## config.mk

```make
export PLATFORM = sky130hd
export DESIGN_NAME = butterfly_r2_pipe_flat
export DESIGN_NICKNAME = d
export VERILOG_FILES = /design/src/rtl/butterfly_pkg.sv /design/src/rtl/butterfly_r2_pipe_if.sv /design/src/rtl/cmplx_mult.sv /design/src/rtl/butterfly_r2_pipe.sv /design/src/flat_wrapper.sv
export SDC_FILE = /design/constraint.sdc
export NUM_CORES = 2
export LEC_CHECK = 0
export ABC_AREA = 1
export BUFFER_PORTS_ARGS = -buffer_cell sky130_fd_sc_hd__buf_2
export CAP_MARGIN = 40
export CORE_MARGIN = 4
export CORE_UTILIZATION = 55
export DETAILED_ROUTE_END_ITERATION = 8
export GPL_ROUTABILITY_DRIVEN = 0
export PLACE_DENSITY = 0.72
export SYNTH_ARGS = -nofsm -noshare
export SYNTH_HDL_FRONTEND = slang
export SYNTH_SLANG_ARGS = --single-unit
```

## constraint.sdc

```tcl
create_clock -name clk -period 14.3 [get_ports clk]
set_input_delay 2.145 -clock clk [delete_from_list [all_inputs] [get_ports clk]]
set_output_delay 2.145 -clock clk [all_outputs]
set_load 0.1 [all_outputs]
```

## src/rtl/butterfly_pkg.sv

```systemverilog
// Shared constants and helpers for the radix-2 butterfly datapath.
// Optional build macro BUTTERFLY_ROUND_EN selects round-half-up shifts.
package butterfly_pkg;

  localparam int W_DEF  = 16;
  localparam int TW_DEF = 16;

  // Largest positive value of a w-bit two's complement word.
  function automatic longint sat_max(input int w);
    return (longint'(1) << (w - 1)) - 1;
  endfunction

  // Most negative value of a w-bit two's complement word.
  function automatic longint sat_min(input int w);
    return -(longint'(1) << (w - 1));
  endfunction

  // Twiddles are Q1.(tw-1): products are renormalised by tw-1 bits.
  function automatic int q_shift(input int tw);
    return tw - 1;
  endfunction

  // Half an LSB of the renormalised product, added before the shift when rounding.
  function automatic longint round_const(input int tw);
    return longint'(1) << (tw - 2);
  endfunction

endpackage

```

## src/rtl/butterfly_r2_pipe_if.sv

```systemverilog
// Beat interface of the butterfly: input beat, output beat and overflow flag.
// Data components are two's complement; widths follow W and TW.
interface butterfly_r2_pipe_if
  import butterfly_pkg::*;
#(
  parameter int W  = W_DEF,
  parameter int TW = TW_DEF
);

  logic                 in_valid;
  logic                 in_ready;
  logic signed [W-1:0]  ar;
  logic signed [W-1:0]  ai;
  logic signed [W-1:0]  br;
  logic signed [W-1:0]  bi;
  logic signed [TW-1:0] wr;
  logic signed [TW-1:0] wi;
  logic                 scale;

  logic                 out_valid;
  logic                 out_ready;
  logic signed [W-1:0]  y0r;
  logic signed [W-1:0]  y0i;
  logic signed [W-1:0]  y1r;
  logic signed [W-1:0]  y1i;

  logic                 ovf;
  logic                 ovf_clr;

  // Producer/consumer side: drives operands, accepts results.
  modport master (
    output in_valid, ar, ai, br, bi, wr, wi, scale, out_ready, ovf_clr,
    input  in_ready, out_valid, y0r, y0i, y1r, y1i, ovf
  );

  // Butterfly side.
  modport slave (
    input  in_valid, ar, ai, br, bi, wr, wi, scale, out_ready, ovf_clr,
    output in_ready, out_valid, y0r, y0i, y1r, y1i, ovf
  );

endinterface

```

## src/rtl/cmplx_mult.sv

```systemverilog
// Registered complex product p = b * w, renormalised from Q1.(TW-1) to W+2 bits.
// With BUTTERFLY_ROUND_EN the renormalising shift rounds half-up, else floors.
module cmplx_mult
  import butterfly_pkg::*;
#(
  parameter int W  = W_DEF,
  parameter int TW = TW_DEF
) (
  input  logic                 clk,
  input  logic                 rst,
  input  logic                 en,
  input  logic signed [W-1:0]  br,
  input  logic signed [W-1:0]  bi,
  input  logic signed [TW-1:0] wr,
  input  logic signed [TW-1:0] wi,
  output logic signed [W+1:0]  pr,
  output logic signed [W+1:0]  pi
);

  localparam int PW = W + TW + 1;
  localparam int SH = q_shift(TW);

  logic signed [PW-1:0] m_rr;
  logic signed [PW-1:0] m_ii;
  logic signed [PW-1:0] m_ri;
  logic signed [PW-1:0] m_ir;
  logic signed [PW-1:0] re_acc;
  logic signed [PW-1:0] im_acc;
  logic                 unused_lo;

  // Full-precision partial products and their sums (with optional half-LSB bias).
  always_comb begin
    m_rr   = PW'(br) * PW'(wr);
    m_ii   = PW'(bi) * PW'(wi);
    m_ri   = PW'(br) * PW'(wi);
    m_ir   = PW'(bi) * PW'(wr);
`ifdef BUTTERFLY_ROUND_EN
    re_acc = m_rr - m_ii + PW'(round_const(TW));
    im_acc = m_ri + m_ir + PW'(round_const(TW));
`else
    re_acc = m_rr - m_ii;
    im_acc = m_ri + m_ir;
`endif
  end

  // Fraction bits dropped by the shift.
  assign unused_lo = ^{re_acc[SH-1:0], im_acc[SH-1:0]};

  // Product register; taking the top W+2 bits is an arithmetic shift right by SH.
  always_ff @(posedge clk or negedge rst) begin
    if (!rst) begin
      pr <= '0;
      pi <= '0;
    end else if (en) begin
      pr <= re_acc[PW-1:SH];
      pi <= im_acc[PW-1:SH];
    end
  end

endmodule

```

## src/rtl/butterfly_r2_pipe.sv

```systemverilog
// Pipelined radix-2 DIT butterfly: y0 = a + w*b, y1 = a - w*b.
// Three register stages (operands, product, saturated result) under a
// stall-all valid/ready handshake; sticky ovf records any saturation.
// Build macro BUTTERFLY_ROUND_EN: product and scale shifts round half-up
// instead of flooring; latency is the same either way.
module butterfly_r2_pipe
  import butterfly_pkg::*;
#(
  parameter int W  = W_DEF,
  parameter int TW = TW_DEF
) (
  input  logic                 clk,
  input  logic                 rst,
  butterfly_r2_pipe_if.slave   bus
);

  localparam int XW = W + 2;
  localparam logic signed [XW-1:0] SMAX = XW'(sat_max(W));
  localparam logic signed [XW-1:0] SMIN = XW'(sat_min(W));

  logic en;

  logic                 v1;
  logic                 sc1;
  logic signed [W-1:0]  ar1;
  logic signed [W-1:0]  ai1;
  logic signed [W-1:0]  br1;
  logic signed [W-1:0]  bi1;
  logic signed [TW-1:0] wr1;
  logic signed [TW-1:0] wi1;

  logic                 v2;
  logic                 sc2;
  logic signed [W-1:0]  ar2;
  logic signed [W-1:0]  ai2;
  logic signed [XW-1:0] pr2;
  logic signed [XW-1:0] pi2;

  logic signed [XW-1:0] sum  [4];
  logic signed [XW-1:0] shv  [4];
  logic signed [W-1:0]  ysat [4];
  logic [3:0]           sat;

  // Whole pipe advances together whenever the output slot is free or draining.
  assign en           = bus.out_ready || !bus.out_valid;
  assign bus.in_ready = en;

  // S1: capture operands, twiddle, scale and valid.
  always_ff @(posedge clk or negedge rst) begin
    if (!rst) begin
      v1  <= 1'b0;
      sc1 <= 1'b0;
      ar1 <= '0;
      ai1 <= '0;
      br1 <= '0;
      bi1 <= '0;
      wr1 <= '0;
      wi1 <= '0;
    end else if (en) begin
      v1  <= bus.in_valid;
      sc1 <= bus.scale;
      ar1 <= bus.ar;
      ai1 <= bus.ai;
      br1 <= bus.br;
      bi1 <= bus.bi;
      wr1 <= bus.wr;
      wi1 <= bus.wi;
    end
  end

  cmplx_mult #(
    .W  (W),
    .TW (TW)
  ) u_mult (
    .clk (clk),
    .rst (rst),
    .en  (en),
    .br  (br1),
    .bi  (bi1),
    .wr  (wr1),
    .wi  (wi1),
    .pr  (pr2),
    .pi  (pi2)
  );

  // S2: carry a, scale and valid alongside the registered product.
  always_ff @(posedge clk or negedge rst) begin
    if (!rst) begin
      v2  <= 1'b0;
      sc2 <= 1'b0;
      ar2 <= '0;
      ai2 <= '0;
    end else if (en) begin
      v2  <= v1;
      sc2 <= sc1;
      ar2 <= ar1;
      ai2 <= ai1;
    end
  end

  // S3 combine: add/sub at W+2 bits, optional halving, then clamp to W bits.
  always_comb begin
    sum[0] = XW'(ar2) + pr2;
    sum[1] = XW'(ai2) + pi2;
    sum[2] = XW'(ar2) - pr2;
    sum[3] = XW'(ai2) - pi2;
    sat    = '0;
    for (int unsigned i = 0; i < 4; i++) begin
      shv[i] = sum[i];
      if (sc2) begin
`ifdef BUTTERFLY_ROUND_EN
        shv[i] = (sum[i] + XW'(1)) >>> 1;
`else
        shv[i] = sum[i] >>> 1;
`endif
      end
      ysat[i] = W'(shv[i]);
      if (shv[i] > SMAX) begin
        ysat[i] = SMAX[W-1:0];
        sat[i]  = 1'b1;
      end else if (shv[i] < SMIN) begin
        ysat[i] = SMIN[W-1:0];
        sat[i]  = 1'b1;
      end
    end
  end

  // S3 register: results load only with a real beat, so they hold across bubbles.
  always_ff @(posedge clk or negedge rst) begin
    if (!rst) begin
      bus.out_valid <= 1'b0;
      bus.y0r       <= '0;
      bus.y0i       <= '0;
      bus.y1r       <= '0;
      bus.y1i       <= '0;
    end else if (en) begin
      bus.out_valid <= v2;
      if (v2) begin
        bus.y0r <= ysat[0];
        bus.y0i <= ysat[1];
        bus.y1r <= ysat[2];
        bus.y1i <= ysat[3];
      end
    end
  end

  // Sticky overflow: a saturating beat entering S3 beats a simultaneous clear.
  always_ff @(posedge clk or negedge rst) begin
    if (!rst) begin
      bus.ovf <= 1'b0;
    end else if (en && v2 && (|sat)) begin
      bus.ovf <= 1'b1;
    end else if (bus.ovf_clr) begin
      bus.ovf <= 1'b0;
    end
  end

endmodule

```

## src/flat_wrapper.sv

```systemverilog
// flat-port wrapper written by rule: the top's interface ports become plain ports
module butterfly_r2_pipe_flat import butterfly_pkg::*;
#(
  parameter int W  = W_DEF,
  parameter int TW = TW_DEF
)
  (clk, rst, bus_in_valid, bus_ar, bus_ai, bus_br, bus_bi, bus_wr, bus_wi, bus_scale, bus_out_ready, bus_ovf_clr, bus_in_ready, bus_out_valid, bus_y0r, bus_y0i, bus_y1r, bus_y1i, bus_ovf);
  butterfly_r2_pipe_if #(.W(W), .TW(TW)) bus_i ();
  input  logic clk;
  input  logic rst;
  input wire logic [$bits(bus_i.in_valid)-1:0] bus_in_valid;
  input wire logic [$bits(bus_i.ar)-1:0] bus_ar;
  input wire logic [$bits(bus_i.ai)-1:0] bus_ai;
  input wire logic [$bits(bus_i.br)-1:0] bus_br;
  input wire logic [$bits(bus_i.bi)-1:0] bus_bi;
  input wire logic [$bits(bus_i.wr)-1:0] bus_wr;
  input wire logic [$bits(bus_i.wi)-1:0] bus_wi;
  input wire logic [$bits(bus_i.scale)-1:0] bus_scale;
  input wire logic [$bits(bus_i.out_ready)-1:0] bus_out_ready;
  input wire logic [$bits(bus_i.ovf_clr)-1:0] bus_ovf_clr;
  output wire logic [$bits(bus_i.in_ready)-1:0] bus_in_ready;
  output wire logic [$bits(bus_i.out_valid)-1:0] bus_out_valid;
  output wire logic [$bits(bus_i.y0r)-1:0] bus_y0r;
  output wire logic [$bits(bus_i.y0i)-1:0] bus_y0i;
  output wire logic [$bits(bus_i.y1r)-1:0] bus_y1r;
  output wire logic [$bits(bus_i.y1i)-1:0] bus_y1i;
  output wire logic [$bits(bus_i.ovf)-1:0] bus_ovf;
  assign bus_i.in_valid = bus_in_valid;
  assign bus_i.ar = bus_ar;
  assign bus_i.ai = bus_ai;
  assign bus_i.br = bus_br;
  assign bus_i.bi = bus_bi;
  assign bus_i.wr = bus_wr;
  assign bus_i.wi = bus_wi;
  assign bus_i.scale = bus_scale;
  assign bus_i.out_ready = bus_out_ready;
  assign bus_i.ovf_clr = bus_ovf_clr;
  assign bus_in_ready = bus_i.in_ready;
  assign bus_out_valid = bus_i.out_valid;
  assign bus_y0r = bus_i.y0r;
  assign bus_y0i = bus_i.y0i;
  assign bus_y1r = bus_i.y1r;
  assign bus_y1i = bus_i.y1i;
  assign bus_ovf = bus_i.ovf;
  butterfly_r2_pipe #(.W(W), .TW(TW)) u_core (.clk(clk), .rst(rst), .bus(bus_i));
endmodule
```

==> results.cfg <==
[sta]
post-route-min-period_ns = 7.66
unrepaired_setup_endpoints_after_global_routing = false
totalNegativeSetupSlack_ns = 0
min_period_over_period_pct = 53.6
drv_slew = 0
maxClockFrequency_mhz = 130
slew_headroom_pct = 35.2
finalHoldViolations = 0
final.setup_skew_ns = 0.0161
endpoints_failing_setup = 0
tightestPinTransition_ns = 0.972

[floorplan]
core_area_um2 = 100000
floorplan.io_pins = 169
initial_core_util_pct = 55.5
placementRows = 116
width_of_the_chip_um = 326
die_area_um2 = 106000
die_y_um = 326

[yosys]
mappedNetlistNets = 8661
synth_enable_flop_cells = 0
area_of_the_mapped_netlist_um2 = 55600
largest_area_contributor_in_the_synthesized_netlist = fa_1
yosysTopAreaCellShare_pct = 42.3
seq_area_frac_synth_pct = 10.5
ys_dominant_reg_cell = dfrtp_1
count_of_unique_library_cells_instantiated_by_yosys = 54
yosys_warnings = 0
postSynthCellCount = 7013
postSynth.asyncResetShare_pct = 100
ys_seq_elements = 234
synth_area_leaders = fa_1, inv_1, nand2_1, dfrtp_1, ha_1
synth_area_per_cell_um2 = 7.93

[global_route]
pin_count_of_the_biggest_net_entering_global_routing = 139
global_route_wire_length_before_repair_um = 257000
grt_overflow_total = 0
grt.total_usage_pct = 30.7
antenna_violations_before_repair = 2
first_global_vias = 47600

[setup_path]
critical_path_peak_fanout = 30
setup.worst_path.end_class = flop
crit_path_max_incr_delay_ns = 0.50
worst-endpoint-arrival_ns = 8.19
crit_type = reg2reg
worst_setup_path_start_kind = flop
worst_ep_required_time_ns = 14.82
crit_path_top_delay_cell = fa_1
reg2reg_from = u_core.wi1[2]
critical_path.startpoint = u_core.wi1[2]
setup.reg_to_reg.worst_slack_ns = 6.64

[clocking]
cts-resized-gates = 0
ctsHtreeMaxLevel = 1
cts_tree = built
cts_made_buffers = 30
path_clk_slew_ns = 0.07
post-cts-setup-buffer-count = 0
worst_skew_pair.late_latency_ns = 0.64
root_buffer = clkbuf_16
cts.hold.buffers_added = 0
clock-sinks = 234
max-clock-path-buffers = 3

[finish]
layout-drive-gt1-share_pct = 5.73
share_of_the_core_filled_with_cells_in_the_final_layout_pct = 58.4
synth_to_final_area_change_pct = 5.25
final_nets = 8618

[drt]
route.layer.met1.wl_um = 61800
drt-vias-per-instance = 5.30
routed-via-count = 44300
route.met2.wl_um = 74300
top_signal_layer_used = met4
wire_length_on_met3_um = 13700
wire_length_per_cell_after_detailed_routing_um = 19.0
drt-pass1-iter-count = 6
route.antenna.remaining_nets = 0
totalWireLength_um = 158000
dr.first_iter.drc_count = 3551
drt_drc_violations_left = 0

[min_path]
worst_hold_startpoint = u_core.bus.ovf
min-delay-path-class = reg2reg

[run]
timing.max_cap.violations = 0

[run_status]
outcome = finished, final reports clean

[place]
buffer_ports.inserted = 168
dp_hpwl_um = 124000
[state kept, by name, summed over array words and instances (netlist names), 16 cells and up]
| signal | cells |
|---|---|
| u_core.ai1 | 16 |
| u_core.br1 | 16 |
| u_core.wi1 | 16 |
| u_core.bus.y1i | 16 |
| u_core.u_mult.pi | 18 |
| u_core.ai2 | 16 |
| u_core.bus.y1r | 16 |
| u_core.ar1 | 16 |
| u_core.bus.y0r | 16 |
| u_core.wr1 | 16 |
| u_core.bus.y0i | 16 |
| u_core.bi1 | 16 |
| u_core.ar2 | 16 |
| u_core.u_mult.pr | 18 |
[cell type report]
| cell class | instances | area, um^2 |
|---|---|---|
| diodes | 1 | 2.50 |
| fillers | 9014 | 41700 |
| clock inverters | 18 | 219 |
| clock buffers | 37 | 807 |
| repair buffers | 242 | 1470 |
| inverters | 2052 | 7710 |
| flip-flops and latches | 234 | 5860 |
| multi-input cells | 4410 | 40800 |
| well taps | 1357 | 1700 |
[stage by stage]
step	std cells	setup WS [ns]	instance area (um^2)	hold slack, ns
detailed placement	8295	6.71	57500	0.466
floorplan	7013	7.49	55600	0.432
global placement	8292	6.63	57500	0.459
global route	8350	6.28	58600	0.503
CTS	8350	6.71	58600	0.482
finish	8351	6.64	58600	0.476
[cells in the mapped netlist (all sizes together) (4+ instances only)]
| cell type | n |
|---|---|
| nand3 | 169 |
| o21bai | 17 |
| and2 | 4 |
| xor2 | 41 |
| nand3b | 19 |
| ha | 370 |
| nand4 | 35 |
| buf | 39 |
| a21o | 7 |
| nor2 | 219 |
| fa | 1176 |
| a21oi | 170 |
| dfrtp | 234 |
| nor3 | 24 |
| o211ai | 25 |
| or2 | 16 |
| xnor2 | 34 |
| o21ai | 182 |
| a22o | 4 |
| nand2 | 1865 |
| a31oi | 4 |
| inv | 2051 |
| clkbuf | 278 |
[layout by cell type (no fill, tap or decap), types with 25 or more instances in the layout]
cell type	instances
ha_1	370
clkbuf_16	30
xor2_1	41
fa_1	1176
o21ai_0	169
nand4_1	35
nand2_1	1837
buf_2	167
buf_4	70
dfrtp_1	228
xnor2_1	34
o211ai_1	25
inv_1	2031
a21oi_1	158
nor2_1	202
nand3_1	164
[worst max-delay path: cells and delay by family (launching register included)]
family / cells / cell delay (ns)
simple gates: 7 / 0.70
fa+ha+maj: 9 / 4.16
buf+inv: 9 / 1.51
flops: 1 / 0.49
compound gates: 3 / 0.64
[layer usage]
layer	vias to the layer above	GRT usage (%)
met5	-	0
met4	0	13.9
met3	523	5.08
met2	2038	50.9
met1	21900	39.9
li1	19800	-
[cell families (layout without fill, tap and decap cells)]
group	Yosys count	after routing	synth area share, %
multiplexers	2	2	0.0360
adder cells (fa/ha/maj)	1546	1546	50.6
AND/OR/NAND/NOR	2356	2356	17.1
buffers and inverters	2369	2349	16.2
AO/OA/AOI/OAI	431	431	4.38
XOR/XNOR	75	75	1.18
flip-flops	234	234	10.5
other	0	1	0
[path summary, 6_finish.rpt]
path | end | cells past startpoint
setup / recovery | u_core.u_mult.pi[17] | 28
hold / removal | u_core.bus.ovf | 2
setup reg to reg | u_core.u_mult.pi[17] | 28
hold reg to reg | u_core.bus.ovf | 2
max in group asynchronous | u_core.u_mult.pr[4] | 2
min in group asynchronous | u_core.wr1[1] | 1
Power is left out: the tool's default activity adds up to more than one toggle a clock period on the data nets, which glitch-free logic cannot reach.
